File: config.mk
export PLATFORM = sky130hd
export DESIGN_NAME = cmd_uart_tx
export DESIGN_NICKNAME = d
export VERILOG_FILES = /design/src/rtl/cmd_uart_tx.sv
export SDC_FILE = /design/constraint.sdc
export NUM_CORES = 1
export LEC_CHECK = 0
export CAP_MARGIN = 10
export CORE_UTILIZATION = 40
export CTS_CLUSTER_DIAMETER = 100
export DETAILED_ROUTE_END_ITERATION = 8
export HOLD_SLACK_MARGIN = 0.1
export REMOVE_ABC_BUFFERS = 1
export SETUP_SLACK_MARGIN = 0.5
export SYNTH_ARGS = -nofsm -noshare
export SYNTH_HDL_FRONTEND = slang
export SYNTH_SLANG_ARGS = --single-unit
File: constraint.sdc
create_clock -name clk -period 1.73 [get_ports clk]
set_input_delay 0.346 -clock clk [delete_from_list [all_inputs] [get_ports clk]]
set_output_delay 0.346 -clock clk [all_outputs]
set_load 0.05 [all_outputs]
File: src/rtl/cmd_uart_tx.sv
// cmd_uart_tx
//
// Purpose:
//   Sends the crane command byte from the button encoder over the radio/UART
//   link as 8N1 frames (one start bit, eight data bits LSB first, one stop bit).
//   A frame goes out whenever the command byte differs from the last byte sent.
//   A keep-alive frame repeats the current byte after a long idle stretch, so
//   the receiver can detect when the link is lost.
//
// Parameters:
//   CLKS_PER_BIT     - clock cycles per UART bit (>= 2)
//   KEEPALIVE_CYCLES - idle cycles before the current byte is resent (>= 2)
//
// Ports:
//   clk      - system clock, rising edge
//   rst      - synchronous active-high reset
//   cmd_byte - {speed[1:0], cw, ccw, arm_up, arm_down, line_up, line_down}
//   tx       - UART serial line, idles high (registered)
//   busy     - high while start, data or stop bit is on the line (registered)
//   sent     - one-cycle pulse on the final cycle of the stop bit
module cmd_uart_tx #(
  parameter int CLKS_PER_BIT     = 868,
  parameter int KEEPALIVE_CYCLES = 10_000_000
) (
  input  logic       clk,
  input  logic       rst,
  input  logic [7:0] cmd_byte,
  output logic       tx,
  output logic       busy,
  output logic       sent
);

  localparam int BAUD_W = $clog2(CLKS_PER_BIT);
  localparam int KA_W   = $clog2(KEEPALIVE_CYCLES);
  localparam logic [BAUD_W-1:0] BAUD_LAST = BAUD_W'(CLKS_PER_BIT - 1);
  localparam logic [KA_W-1:0]   KA_LAST   = KA_W'(KEEPALIVE_CYCLES - 1);

  typedef enum logic [1:0] {
    IDLE,
    START,
    DATA,
    STOP
  } state_t;

  state_t              r_state;
  logic [7:0]          r_shift;
  logic [7:0]          r_lastSent;
  logic [2:0]          r_bitIdx;
  logic [BAUD_W-1:0]   r_baudCnt;
  logic [KA_W-1:0]     r_kaCnt;
  logic                r_tx;
  logic                r_busy;

  state_t              w_stateNext;
  logic [7:0]          w_shiftNext;
  logic [7:0]          w_lastSentNext;
  logic [2:0]          w_bitIdxNext;
  logic [BAUD_W-1:0]   w_baudCntNext;
  logic [KA_W-1:0]     w_kaCntNext;
  logic                w_txNext;
  logic                w_busyNext;
  logic                w_bitDone;
  logic                w_trigger;

  // State register and all datapath registers. Reset aborts any frame in
  // flight: the line goes high and busy drops on the very next cycle, and
  // last_sent returns to zero so a nonzero command is resent right away.
  always_ff @(posedge clk) begin
    if (rst) begin
      r_state    <= IDLE;
      r_shift    <= 8'h00;
      r_lastSent <= 8'h00;
      r_bitIdx   <= 3'd0;
      r_baudCnt  <= '0;
      r_kaCnt    <= '0;
      r_tx       <= 1'b1;
      r_busy     <= 1'b0;
    end else begin
      r_state    <= w_stateNext;
      r_shift    <= w_shiftNext;
      r_lastSent <= w_lastSentNext;
      r_bitIdx   <= w_bitIdxNext;
      r_baudCnt  <= w_baudCntNext;
      r_kaCnt    <= w_kaCntNext;
      r_tx       <= w_txNext;
      r_busy     <= w_busyNext;
    end
  end

  // Next-state logic. tx and busy are computed one cycle ahead so they come
  // straight out of flops: the value chosen here for the next state's first
  // bit is what appears on the line the cycle after the decision. A change and
  // a keep-alive expiry on the same cycle fold into a single trigger, so only
  // one frame with the current byte is sent.
  always_comb begin
    w_stateNext    = r_state;
    w_shiftNext    = r_shift;
    w_lastSentNext = r_lastSent;
    w_bitIdxNext   = r_bitIdx;
    w_baudCntNext  = r_baudCnt;
    w_kaCntNext    = r_kaCnt;
    w_txNext       = r_tx;
    w_busyNext     = r_busy;
    w_bitDone      = (r_baudCnt == BAUD_LAST);
    w_trigger      = (cmd_byte != r_lastSent) || (r_kaCnt == KA_LAST);

    case (r_state)
      IDLE: begin
        w_txNext     = 1'b1;
        w_busyNext   = 1'b0;
        w_bitIdxNext = 3'd0;
        if (r_kaCnt != KA_LAST) begin
          w_kaCntNext = r_kaCnt + 1'b1;
        end
        if (w_trigger) begin
          w_shiftNext    = cmd_byte;
          w_lastSentNext = cmd_byte;
          w_kaCntNext    = '0;
          w_baudCntNext  = '0;
          w_stateNext    = START;
          w_txNext       = 1'b0;
          w_busyNext     = 1'b1;
        end
      end

      START: begin
        w_kaCntNext = '0;
        if (w_bitDone) begin
          w_baudCntNext = '0;
          w_bitIdxNext  = 3'd0;
          w_stateNext   = DATA;
          w_txNext      = r_shift[0];
        end else begin
          w_baudCntNext = r_baudCnt + 1'b1;
        end
      end

      DATA: begin
        w_kaCntNext = '0;
        if (w_bitDone) begin
          w_baudCntNext = '0;
          if (r_bitIdx == 3'd7) begin
            w_stateNext = STOP;
            w_txNext    = 1'b1;
          end else begin
            w_bitIdxNext = r_bitIdx + 3'd1;
            w_txNext     = r_shift[w_bitIdxNext];
          end
        end else begin
          w_baudCntNext = r_baudCnt + 1'b1;
        end
      end

      STOP: begin
        w_kaCntNext = '0;
        if (w_bitDone) begin
          w_baudCntNext = '0;
          w_stateNext   = IDLE;
          w_txNext      = 1'b1;
          w_busyNext    = 1'b0;
        end else begin
          w_baudCntNext = r_baudCnt + 1'b1;
        end
      end

      default: begin
        w_stateNext = IDLE;
        w_txNext    = 1'b1;
        w_busyNext  = 1'b0;
      end
    endcase
  end

  // The sent pulse marks the last cycle of the stop bit, which is exactly
  // when the STOP state sees its bit timer expire.
  assign sent = (r_state == STOP) && w_bitDone;
  assign tx   = r_tx;
  assign busy = r_busy;

endmodule

**Word level (Yosys, flattened, before mapping)**

Index checks and enable logic that the tools add are counted.

- $add $sub $neg: 3
- Order comparisons: 1
- Eq/ne operators: 15
- Muxes and demuxes: 27
- Reduce and logical (&&, ||, !) cells: 11

Operators by type and width:

| kind | number |
|---|---|
| $mux 24 | 2 |
| $pmux 24 s2 | 1 |
| $add 24x1->24 const B | 1 |
| $eq 24x24->1 const B | 1 |
| $ne 24x24->1 const B | 1 |
| $mux 10 | 2 |
| $pmux 10 s2 | 1 |
| $ne 2x2->1 const B | 6 |
| $add 10x1->10 const B | 1 |
| $eq 10x10->1 const B | 1 |
| $mux 2 | 5 |
| $mux 3 | 3 |
| $pmux 3 s3 | 1 |
| $mux 1 | 8 |
| $ne 8x8->1 | 1 |
| $pmux 2 s4 | 1 |
| $reduce_and 5->1 | 1 |
| $eq 2x2->1 const B | 2 |
| $lt 3x4->1 const B | 1 |
| $pmux 1 s4 | 1 |
| $reduce_and 2->1 | 2 |
| $reduce_and 4->1 | 1 |
| $add 3x1->3 const B | 1 |
| $bmux 1 s3 | 1 |
| other kinds (11) | 11 |

- Bits in registers: 49
- Input bits: 10
- Output and inout bits: 3
- Logic and storage cells: 64

**Depth between registers and ports, before layout**

Gate-level depths: netlist (run 1).

- Depth in word-level cells: 6
- Gate-level depth with buffers: 8
- Gate-level depth less buffers: 7

**Least setup slack after synthesis (run 1)**

OpenSTA, ideal clock, no wires.

- Kind: reg2reg
- Start: reg r_baudCnt[0]
- End: reg r_busy, in the netlist busy
- Setup time: 0.128 ns
- Arrival: 2.030 ns
- Required time: 1.602 ns
- Slack: -0.427 ns
- Cell stages (with the launch flop): 8
- Path buffers: 0
- Clock period less this slack: 2.157 ns
- Cell sequence: dfxtp_1 ha_1 nor4bb_1 nand4_1 nor2_1 a21oi_1 a2bb2oi_1 nor2_1

- Cells in the longest elaborated chain, start to end: 3

RTL lines:

| element | RTL line | source |
|---|---|---|
| start: declaration | 49 | `logic [BAUD_W-1:0] r_baudCnt;` |
| start signal: assignment | 83 | `r_baudCnt <= w_baudCntNext;` |
| $eq 10x10->1 | 104 | `w_bitDone = (r_baudCnt == BAUD_LAST);` |
| $ne 2x2->1 (no source line) | - |  |
| $reduce_and 2->1 (no source line) | - |  |
| end signal: assignment | 86 | `r_busy <= w_busyNext;` |
| end: declaration | 52 | `logic r_busy;` |

No other way between the ends.
A chain may end at the register's enable or synchronous reset.

**Worst setup path in the final report (run 1)**

- Start: reg r_lastSent[7]
- End: reg r_baudCnt[9]

- Cells in the longest elaborated chain, start to end: 3

RTL lines:

| element | RTL line | source |
|---|---|---|
| start: declaration | 47 | `logic [7:0] r_lastSent;` |
| start signal: assignment | 81 | `r_lastSent <= w_lastSentNext;` |
| $ne 8x8->1 | 105 | `w_trigger = (cmd_byte != r_lastSent) \|\| (r_kaCnt == KA_LAST);` |
| $logic_or 1x1->1 | 105 |  |
| $ne 2x2->1 (no source line) | - |  |

No other way between the ends.

==> run summary, run 1 <==
peak supply drop -> 0.7952 mV
via/cell ratio -> 5.093
min cycle time layout -> 1.909 ns
failing checks -> negative setup slack
HP Start -> cmd_byte[6]
multiplexer share of the synthesized area -> 7.011%
final net count -> 366
DIE WIDTH -> 79.03 um
Antenna Cells -> 0
largest family of logic cells by synthesized area -> simple AND/OR/NAND/NOR gates
reg-to-reg startpoint -> r_lastSent[7]
# IOs -> 13
Worst R2R End -> r_baudCnt[9]
status -> finished with violations
Post-Route WL -> 6035 um
Worst-Skew Late Latency -> 0.31 ns
first-pass GRT wire length -> 10,340 um
GRT Util Overall -> 21.38%
TritonCTS clock tree -> done
fin cells -> 421
largest net degree at the start of global routing -> 15
WL per Instance -> 14.33 um
Final WS setup -> -0.1792 ns
Synth Area in Simple Gates -> 25.04%
CTS root buffer -> clkbuf_8
crit path kind -> flip-flop to flip-flop
Worst Max-Slew Pin Slew -> 0.3249 ns
Clock transition at path regs -> 0.09 ns
full die area -> 0.006246 mm^2
Hold Crit Class -> primary input to flip-flop
worst endpoint required time -> 1.97 ns
fraction of layout cells with a size suffix above 1 -> 44.41%
crit path max fanout -> 5
most common cell after layout, fill and taps aside -> buf_4
vias in the first global route -> 2,320
Setup-failing EPs final -> 50
Final Skew -> 0.007549 ns
Synth Area in XOR/XNOR -> 11.81%
Area Overhead vs Synth -> 57.83%
Max Fclk -> 0.5238 GHz
TNS Setup -> -5.352 ns
Post-Syn Area -> 0.002374 mm^2
Pleak -> 1.449 nW
startpoint types -> flip-flop
Placer Congestion -> 0.7617
Worst Setup SP -> r_lastSent[7]
Synth Area in Compound Gates -> 6.747%
CP endpoint kind -> flip-flop
Remaining Overflow, GRT -> 0
Initial Util -> 42.32%
1st-pass router iterations -> 4
Hold Buf Count CTS -> 0
initial antenna violation count -> 0
Setup crit end -> r_baudCnt[9]
Seq/Total Area, Yosys -> 41.33%
Inst Count DP -> 399
drt initial violations -> 75
Reg2Reg Depth -> 7
CTS sink count -> 49
MaxCap Viol Count -> 0
Mapped Avg Cell Area -> 8.890 um^2
Final Cell Area -> 0.003746 mm^2
overall power -> 3.696 mW
final hold viol count -> 0
Critical Path AT -> 2.15 ns
core footprint -> 0.005608 mm^2
Place WS -> -0.5612 ns
adder-cell share of the synthesized area -> 4.217%
Rows -> 27
YS warnings -> 0
Slew Limit Headroom -> 78.34%
Netlist cell types -> 43
R2R setup slack -> -0.18 ns
H-tree levels -> 2
Buffers on Ports -> 12
Post-Synthesis Cells -> 267
Die Ht -> 79.03 um
pwr dens -> 986.5 mW/mm^2
post-route ant nets -> 0
period utilization -> 110.4%
DP HPWL -> 3556 um
clock buffer depth -> 2
drt drc -> 0
Slew Viols, Final -> 0
commonest non-fill, non-tap cells in the layout -> buf_4 (56), dfxtp_1 (37), nor2_1 (26)
Num CTS Buffers -> 5
Yosys reg bits -> 49
via count -> 2,144
Placed Area -> 0.002972 mm^2
RSZ-0062 raised after global routing -> true
## cells by family (layout without fill, tap and decap cells)
kind of cell | Yosys count | count (layout)
xor gates and xnor gates | 32 | 32
DFF | 49 | 49
adders and majority gates | 8 | 8
buffers and inverters | 19 | 101
muxes | 14 | 14
AOI/OAI and AO/OA | 26 | 26
and+or+nand+nor | 119 | 119
## final cells by class
cell class | count | area [um^2]
Fill cell | 429 | 1862
Clock inverter | 1 | 30.03
Sequential cell | 49 | 996.0
Clock buffer | 7 | 86.33
Timing Repair Buffer | 82 | 787.0
Tap cell | 72 | 90.09
Inverter | 11 | 41.29
Multi-Input combinational cell | 199 | 1715
## state kept, by name (all words and copies together), names as in the netlist
register and count:
tx 1, r_lastSent 8, r_kaCnt 24, r_state 2, r_bitIdx 3, busy 1, r_baudCnt 10
## routing by layer
layer  global-route usage (%)  up-vias  part of all wire, %
met2                    37.41       21                   52
met4                    9.818        0                  1.4
met1                    25.07     1036                   45
met5                        0        -                    0
li1                         -     1079                    -
met3                    4.023        8                  2.0
## critical path: stages, from the launching register on
cell     delay, ns
dfxtp_2       0.34
xor2_1        0.17
nor4_2        0.30
nand2_1       0.12
or4_4         0.47
buf_6         0.16
buf_12        0.13
a31oi_4       0.15
## synth_stat cells
cell,n,area share (%)
nand2_1,15,2.4
or3b_2,1,0.37
nor2_1,52,8.2
a31oi_1,3,0.79
nor2b_1,1,0.26
ha_1,8,4.2
nand3_2,1,0.42
and2_1,3,0.79
buf_2,1,0.21
nand3_1,11,2.3
and3_1,5,1.3
o21ai_0,3,0.63
o22ai_1,2,0.53
buf_4,3,0.95
nor4_1,3,0.79
inv_1,11,1.7
mux4_2,2,1.9
nand4_1,8,2.1
nor3_1,4,0.84
mux2_2,1,0.47
xnor2_1,8,3.0
nor4_2,1,0.53
clkbuf_1,3,0.47
and4_1,3,1.1
or4_1,2,0.63
xor2_1,24,8.9
a21oi_1,8,1.7
a22o_1,2,0.74
a221oi_1,1,0.37
mux2i_1,11,4.6
or3_1,3,0.79
or2_2,1,0.26
nor4b_1,1,0.37
nor4bb_1,2,0.84
nor3b_1,1,0.32
o32ai_1,1,0.37
a2bb2oi_1,1,0.37
o211ai_1,1,0.32
and3b_1,1,0.37
o21a_1,1,0.32
o21ai_1,3,0.63
dfxtp_1,49,41
buf_6,1,0.47
## worst min path at each step
stage	cells past startpoint	endpoint	slack [ns]
floorplan	1	r_baudCnt[4]	0.42
global placement	1	r_baudCnt[9]	0.46
detailed placement	1	r_baudCnt[9]	0.46
CTS	3	r_lastSent[7]	0.44
global route	3	r_lastSent[6]	0.46
finish	3	r_lastSent[6]	0.45
## timing repair
item,CTS,global route
gates cloned,4,0
gates resized for setup,82,40
hold endpoints to repair,0,0
buffers inserted,6,4
pin swaps,42,18
setup endpoints to repair,51,51
## where the power goes
part / internal [mW] / total (mW) / switching, mW
clock: 0.472 / 0.852 / 0.381
sequential: 1.25 / 1.35 / 0.0978
combinational: 0.751 / 1.49 / 0.742
## through the flow
step / utilization (%) / hold WS [ns]
global route: 66.80 / 0.4633
finish: 66.80 / 0.4511
global placement: 52.99 / 0.4575
floorplan: - / 0.4151
detailed placement: 52.99 / 0.4640
CTS: 63.32 / 0.4395
(Power assumes the default switching activity.)
==> inputs of run 2 (changes only) <==
Settings changed: CTS_CLUSTER_DIAMETER 100 to not set.
Clock period 1.73 ns to 1.7 ns, I/O delays scaled along.
==> run 2 against run 1 <==
  * The run still ends with negative setup slack left
  * Hold slack worse by 0.0031 ns
  * Via count up 0.47%
  * Clock power up 2.7%
  * Total power down 0.34%
==> run summary, run 2 (synthesized netlist as in run 1, its figures left out) <==
drt drc -> 0 (unchanged)
Critical-path top delay cell -> or4_4
Setup-failing EPs final -> 48 (-4.0%)
Inst Count DP -> 401 (+0.50%)
Remaining Overflow, GRT -> 0 (unchanged)
min cycle time layout -> 1.898 ns (-0.01145 ns)
final hold viol count -> 0 (unchanged)
Initial Util -> 42.32% (unchanged)
Critical Path AT -> 2.13 ns (-0.02 ns)
Slew Limit Headroom -> 79.24% (+0.90 points)
Antenna Cells -> 0 (unchanged)
# IOs -> 13 (unchanged)
post-route ant nets -> 0 (unchanged)
Num CTS Buffers -> 5 (unchanged)
commonest non-fill, non-tap cells in the layout -> buf_4 (58), dfxtp_1 (40), nor2_1 (28)
via count -> 2,154 (+0.47%)
TritonCTS clock tree -> done
largest net degree at the start of global routing -> 15 (unchanged)
TNS Setup -> -5.798 ns (-0.4468 ns)
CP Buf/Inv Count -> 2 (unchanged)
status -> finished with violations
Final WS setup -> -0.1978 ns (-0.01855 ns)
Final Skew -> 0.008549 ns (+0.001000 ns)
largest register by flop count -> r_kaCnt
RSZ-0062 raised after global routing -> true
crit path kind -> flip-flop to flip-flop
Post-Route WL -> 5750 um (-4.7%)
DP HPWL -> 3528 um (-0.79%)
Worst-Skew Late Latency -> 0.30 ns (about the same)
top flop regs -> r_kaCnt (24), r_baudCnt (10), r_lastSent (8)
Buffers on Ports -> 12 (unchanged)
Clock transition at path regs -> 0.10 ns (about the same)
Worst Max-Slew Pin Slew -> 0.3091 ns (-0.01577 ns)
core footprint -> 0.005608 mm^2 (unchanged)
MaxCap Viol Count -> 0 (unchanged)
worst endpoint required time -> 1.93 ns (-0.04 ns)
vias in the first global route -> 2,147 (-7.5%)
fraction of layout cells with a size suffix above 1 -> 42.24% (-2.2 points)
via/cell ratio -> 5.129 (+0.71%)
worst path cell trace -> xor2_1 -> nor4_1 -> nand2_1 -> or4_4 -> buf_6 -> buf_12 -> a31oi_2
final net count -> 365 (-0.27%)
first-pass GRT wire length -> 9632 um (-6.9%)
Hold Crit Class -> primary input to flip-flop
Placer Congestion -> 0.7640 (+0.30%)
most common cell after layout, fill and taps aside -> buf_4
CP endpoint kind -> flip-flop
Max Fclk -> 0.5269 GHz (+0.60%)
# fillers -> 458 (+6.8%)
Area Overhead vs Synth -> 56.51%
1st-pass router iterations -> 4 (unchanged)
CTS root buffer -> clkbuf_8
fin cells -> 420 (-0.24%)
full die area -> 0.006246 mm^2 (unchanged)
Die Ht -> 79.03 um (unchanged)
WL per Instance -> 13.69 um (-4.5%)
Rows -> 27 (unchanged)
Place WS -> -0.5947 ns (-0.03347 ns)
initial antenna violation count -> 0 (unchanged)
drt initial violations -> 52 (-31%)
H-tree levels -> 2 (unchanged)
largest stage delay on the critical path -> 0.46 ns (about the same)
startpoint types -> flip-flop
GRT Util Overall -> 19.68% (-1.7 points)
peak supply drop -> 0.9285 mV (+17%)
crit path max fanout -> 5 (unchanged)
pwr dens -> 991.4 mW/mm^2 (+0.49%)
failing checks -> negative setup slack
max reg flops -> 24 (unchanged)
period utilization -> 111.6% (+1.3 points)
CTS sink count -> 49 (unchanged)
DIE WIDTH -> 79.03 um (unchanged)
clock buffer depth -> 2 (unchanged)
kind of cell adding the most delay to the critical path -> simple AND/OR/NAND/NOR gates
Slew Viols, Final -> 0 (unchanged)
Hold Buf Count CTS -> 0 (unchanged)
Pleak -> 1.428 nW (-1.5%)
run 2: power by group:
group | switching (mW) | internal [mW]
logic | 0.700 | 0.729
clock network | 0.395 | 0.480
registers | 0.104 | 1.27
total | 1.20 | 2.48
run 2: metrics by stage:
stage          util (%)  total power, mW  instance area (um^2)  hold slack (ns)
2_1_floorplan         -            2.044                  2323           0.4091
3_3_place_gp      53.26            2.459                  2987           0.4573
3_5_place_dp      53.26            2.478                  2987           0.4766
4_1_cts           62.61            3.577                  3511           0.4355
5_1_grt           66.24            3.887                  3715           0.4529
6_report          66.24            3.683                  3715           0.4481
run 2: area by class of cell:
| cell class | count | area [um^2] | share of cell area, % |
|---|---|---|---|
| clock buffer | 7 | 86.33 | 2.324 |
| clock inverter | 1 | 30.03 | 0.8084 |
| inverter | 11 | 41.29 | 1.111 |
| multi-input combinational | 199 | 1707 | 45.94 |
| sequential | 49 | 992.2 | 26.71 |
| tap | 72 | 90.09 | 2.425 |
| timing repair buffer | 81 | 768.2 | 20.68 |
run 2: timing repair:
item | 4_1_cts | 5_1_grt
cloned | 4 | 0
pin swaps | 45 | 22
setup endpoints to repair | 50 | 52
gates resized for setup | 71 | 43
setup buffers | 4 | 3
run 2: final timing paths:
kind | from | to | cells after the start | slack, ns
setup / recovery | r_lastSent[0] | r_baudCnt[5] | 7 | -0.20
hold / removal | cmd_byte[4] | r_lastSent[4] | 3 | 0.45
setup reg to reg | r_lastSent[0] | r_baudCnt[5] | 7 | -0.20
hold reg to reg | r_bitIdx[2] | r_bitIdx[2] | 1 | 0.51
run 2: routing by layer:
layer	wire, um	global-route usage [%]	vias to the layer above
li1	-	-	1079
met1	2545	24.27	1040
met2	3008	34.57	33
met3	165	3.793	2
met4	31	5.636	0
met5	0	0	-
run 2: worst min-delay path, delay by kind of cell:
family                 cells  cell delay (ns)
buffers and inverters      1             0.23
and+or+nand+nor            1             0.07
muxes                      1             0.07
==> inputs of run 3 (changes only) <==
Clock period 1.7 ns to 2.1 ns, I/O delays scaled along.
==> run 3 against run 2 <==
  * Final cell count down 8.3%
  * First-iteration DRC count rose by 33%
  * Sequential power shrank 19%
  * Non-clock buffer count down 35
  * Flip-flop and latch count did not move
  * Register-to-register slack better by 0.30 ns
  * Largest cell class unchanged
  * Via count shrank 7.6%
  * Clock skew rose by 0.0017 ns
  * Worst setup slack better by 0.30 ns
  * Design area down 8.6%
  * Clock-buffer cell count decreased by 1
  * The flow now finishes without violations
  * Largest power group is now sequential cells
  * Wire length shrank 0.90%
==> run summary, run 3 (synthesized netlist as in run 1, its figures left out) <==
status -> finished clean
CP endpoint kind -> flip-flop
kind of cell adding the most delay to the critical path -> simple AND/OR/NAND/NOR gates
Worst Hold Path EP -> r_baudCnt[8]
core footprint -> 0.005608 mm^2 (unchanged)
Met3 Routed Length -> 98 um (-41%)
max reg flops -> 24 (unchanged)
Reg2Reg Depth -> 7 (unchanged)
top flop regs -> r_kaCnt (24), r_baudCnt (10), r_lastSent (8)
GRT Util Overall -> 19.27% (-0.41 points)
DP HPWL -> 3181 um (-9.8%)
Place WS -> -0.2342 ns (+0.3605 ns)
pwr dens -> 791.8 mW/mm^2 (-20%)
# IOs -> 13 (unchanged)
Inst Count DP -> 358 (-11%)
Num CTS Buffers -> 5 (unchanged)
R2R setup slack -> 0.1 ns (+0.30 ns)
Clock transition at path regs -> 0.10 ns (about the same)
crit path max fanout -> 5 (unchanged)
vias in the first global route -> 1,985 (-7.5%)
met2 WL -> 3023 um (+0.50%)
Slew Viols, Final -> 0 (unchanged)
fraction of layout cells with a size suffix above 1 -> 35.78% (-6.5 points)
drt initial violations -> 69 (+33%)
full die area -> 0.006246 mm^2 (unchanged)
Worst R2R End -> r_baudCnt[0]
post-route ant nets -> 0 (unchanged)
Max Fclk -> 0.4998 GHz
final hold viol count -> 0 (unchanged)
Sequential Power Share -> 41.8% (+4.4 points)
CTS root buffer -> clkbuf_8
Slew Limit Headroom -> 79.15% (-0.099 points)
Int Pwr -> 1.747 mW (-30%)
Layout Utilization -> 60.55% (-5.7 points)
Clock Power Share -> 20.7% (-3.1 points)
Critical Path AT -> 2.23 ns (+0.10 ns)
Buffers on Ports -> 12 (unchanged)
Comb pwr share -> 37.4% (-1.4 points)
H-tree levels -> 2 (unchanged)
worst endpoint required time -> 2.33 ns (+0.40 ns)
Area Overhead vs Synth -> 43.07%
Die Ht -> 79.03 um (unchanged)
final net count -> 330 (-9.6%)
Worst Max-Slew Pin Slew -> 0.3105 ns (+0.001380 ns)
initial antenna violation count -> 0 (unchanged)
peak supply drop -> 0.5424 mV (-42%)
commonest non-fill, non-tap cells in the layout -> dfxtp_1 (36), nor2_1 (26), xor2_1 (24)
Critical-path top delay cell -> or4_4
Final Skew -> 0.01029 ns (+0.001738 ns)
Antenna Cells -> 0 (unchanged)
Hold Crit Class -> flip-flop to flip-flop
via count -> 1,990 (-7.6%)
DIE WIDTH -> 79.03 um (unchanged)
CTS sink count -> 49 (unchanged)
worst path cell trace -> dlygate4sd2_1 -> xor2_1 -> nor4_1 -> nand2_1 -> or4_4 -> buf_6 -> buf_16 -> mux2i_1
largest net degree at the start of global routing -> 16 (+1)
Pleak -> 1.213 nW (-15%)
M1 wire length -> 2515 um (-1.2%)
Sw Ratio -> 35.01% (+2.5 points)
Placer Congestion -> 0.7826 (+2.4%)
1st-pass router iterations -> 4 (unchanged)
startpoint types -> primary input
RSZ-0062 raised after global routing -> true
Setup-failing EPs final -> 0 (-100%)
period utilization -> 95.28%
Rows -> 27 (unchanged)
via/cell ratio -> 5.169 (+0.79%)
Initial Util -> 42.32% (unchanged)
largest stage delay on the critical path -> 0.63 ns (+0.17 ns)
clock buffer depth -> 2 (unchanged)
Remaining Overflow, GRT -> 0 (unchanged)
most common cell after layout, fill and taps aside -> dfxtp_1
WL per Instance -> 14.80 um (+8.1%)
fin cells -> 385 (-8.3%)
switching pwr -> 0.9414 mW (-21%)
MaxCap Viol Count -> 0 (unchanged)
crit path kind -> primary input to flip-flop
HP Start -> r_baudCnt[8]
overall power -> 2.689 mW (-27%)
reg-to-reg startpoint -> r_lastSent[7]
Post-Route WL -> 5698 um (-0.90%)
Final WS setup -> 0.09902 ns (+0.2968 ns)
Hold Crit Depth -> 1 (-2)
min cycle time layout -> 2.001 ns
TritonCTS clock tree -> done
drt drc -> 0 (unchanged)
first-pass GRT wire length -> 9377 um (-2.6%)
largest register by flop count -> r_kaCnt
max layer used -> met4
CP Buf/Inv Count -> 3 (+1)
Worst-Skew Late Latency -> 0.31 ns (about the same)
-- run 3: cell types whose count changed in the layout (fill, tap and decap cells not counted), sizes merged --
| cell | before | now |
|---|---|---|
| bufinv | 1 | 0 |
| clkinvlp | 0 | 2 |
| clkdlybuf4s15 | 0 | 2 |
| dlygate4sd2 | 8 | 6 |
| buf | 72 | 35 |
| clkbuf | 7 | 8 |
-- run 3: metrics by stage --
stage | setup TNS, ns | cell area [um^2] | hold WS, ns
after CTS | 0 | 3113 | 0.4772
after floorplan | -0.1042 | 2323 | 0.4296
after global routing | -0.003465 | 3396 | 0.4855
after global placement | -7.483 | 2669 | 0.4548
final | 0 | 3396 | 0.4800
after detailed placement | -8.155 | 2669 | 0.4645
-- run 3: what timing repair did --
item / 4_1_cts / 5_1_grt
hold endpoints to repair: 0 / 0
setup endpoints to repair: 52 / 52
resized for setup: 60 / 61
hold buffers: 0 / 0
cloned: 4 / 0
pin swaps: 25 / 21
setup buffers: 8 / 7
-- run 3: layout make-up --
cell class / count / area, um^2
Inverter: 11 / 41.29
Timing Repair Buffer: 46 / 503.0
Clock buffer: 6 / 72.57
Tap cell: 72 / 90.09
Clock inverter: 2 / 15.01
Fill cell: 491 / 2212
Sequential cell: 49 / 1002
Multi-Input combinational cell: 199 / 1672
-- run 3: worst register-to-register path: cells and delay by family, from the launching register on --
family / cells / cell delay (ns)
multiplexers: 1 / 0.14
AND/OR/NAND/NOR: 3 / 1.00
buffers and inverters: 2 / 0.29
XOR/XNOR: 1 / 0.16
flip-flops: 1 / 0.34
-- run 3: worst max-delay path by stage --
stage	from	to	slack (ns)	cells after the start
after global placement	cmd_byte[5]	r_baudCnt[8]	-0.22	7
after floorplan	r_baudCnt[0]	sent	-0.06	4
after CTS	r_baudCnt[0]	sent	0.10	5
after global routing	r_baudCnt[0]	sent	-0.003	5
final	cmd_byte[7]	r_baudCnt[0]	0.1	8
after detailed placement	cmd_byte[5]	r_baudCnt[8]	-0.23	7
-- run 3: power groups by stage --
stage	Sequential [mW]	Combinational [mW]	Clock (mW)
after floorplan	1.17	0.485	0
after global placement	1.13	0.771	0
after detailed placement	1.13	0.776	0
after CTS	1.11	0.877	0.575
after global routing	1.14	1.10	0.621
final	1.12	1.01	0.557
-- run 3: layer usage --
metal / track usage (%) / vias up
met4: 6.182 / 0
met5: 0 / -
met1: 24.20 / 953
li1: - / 1011
met2: 32.93 / 18
met3: 3.793 / 8
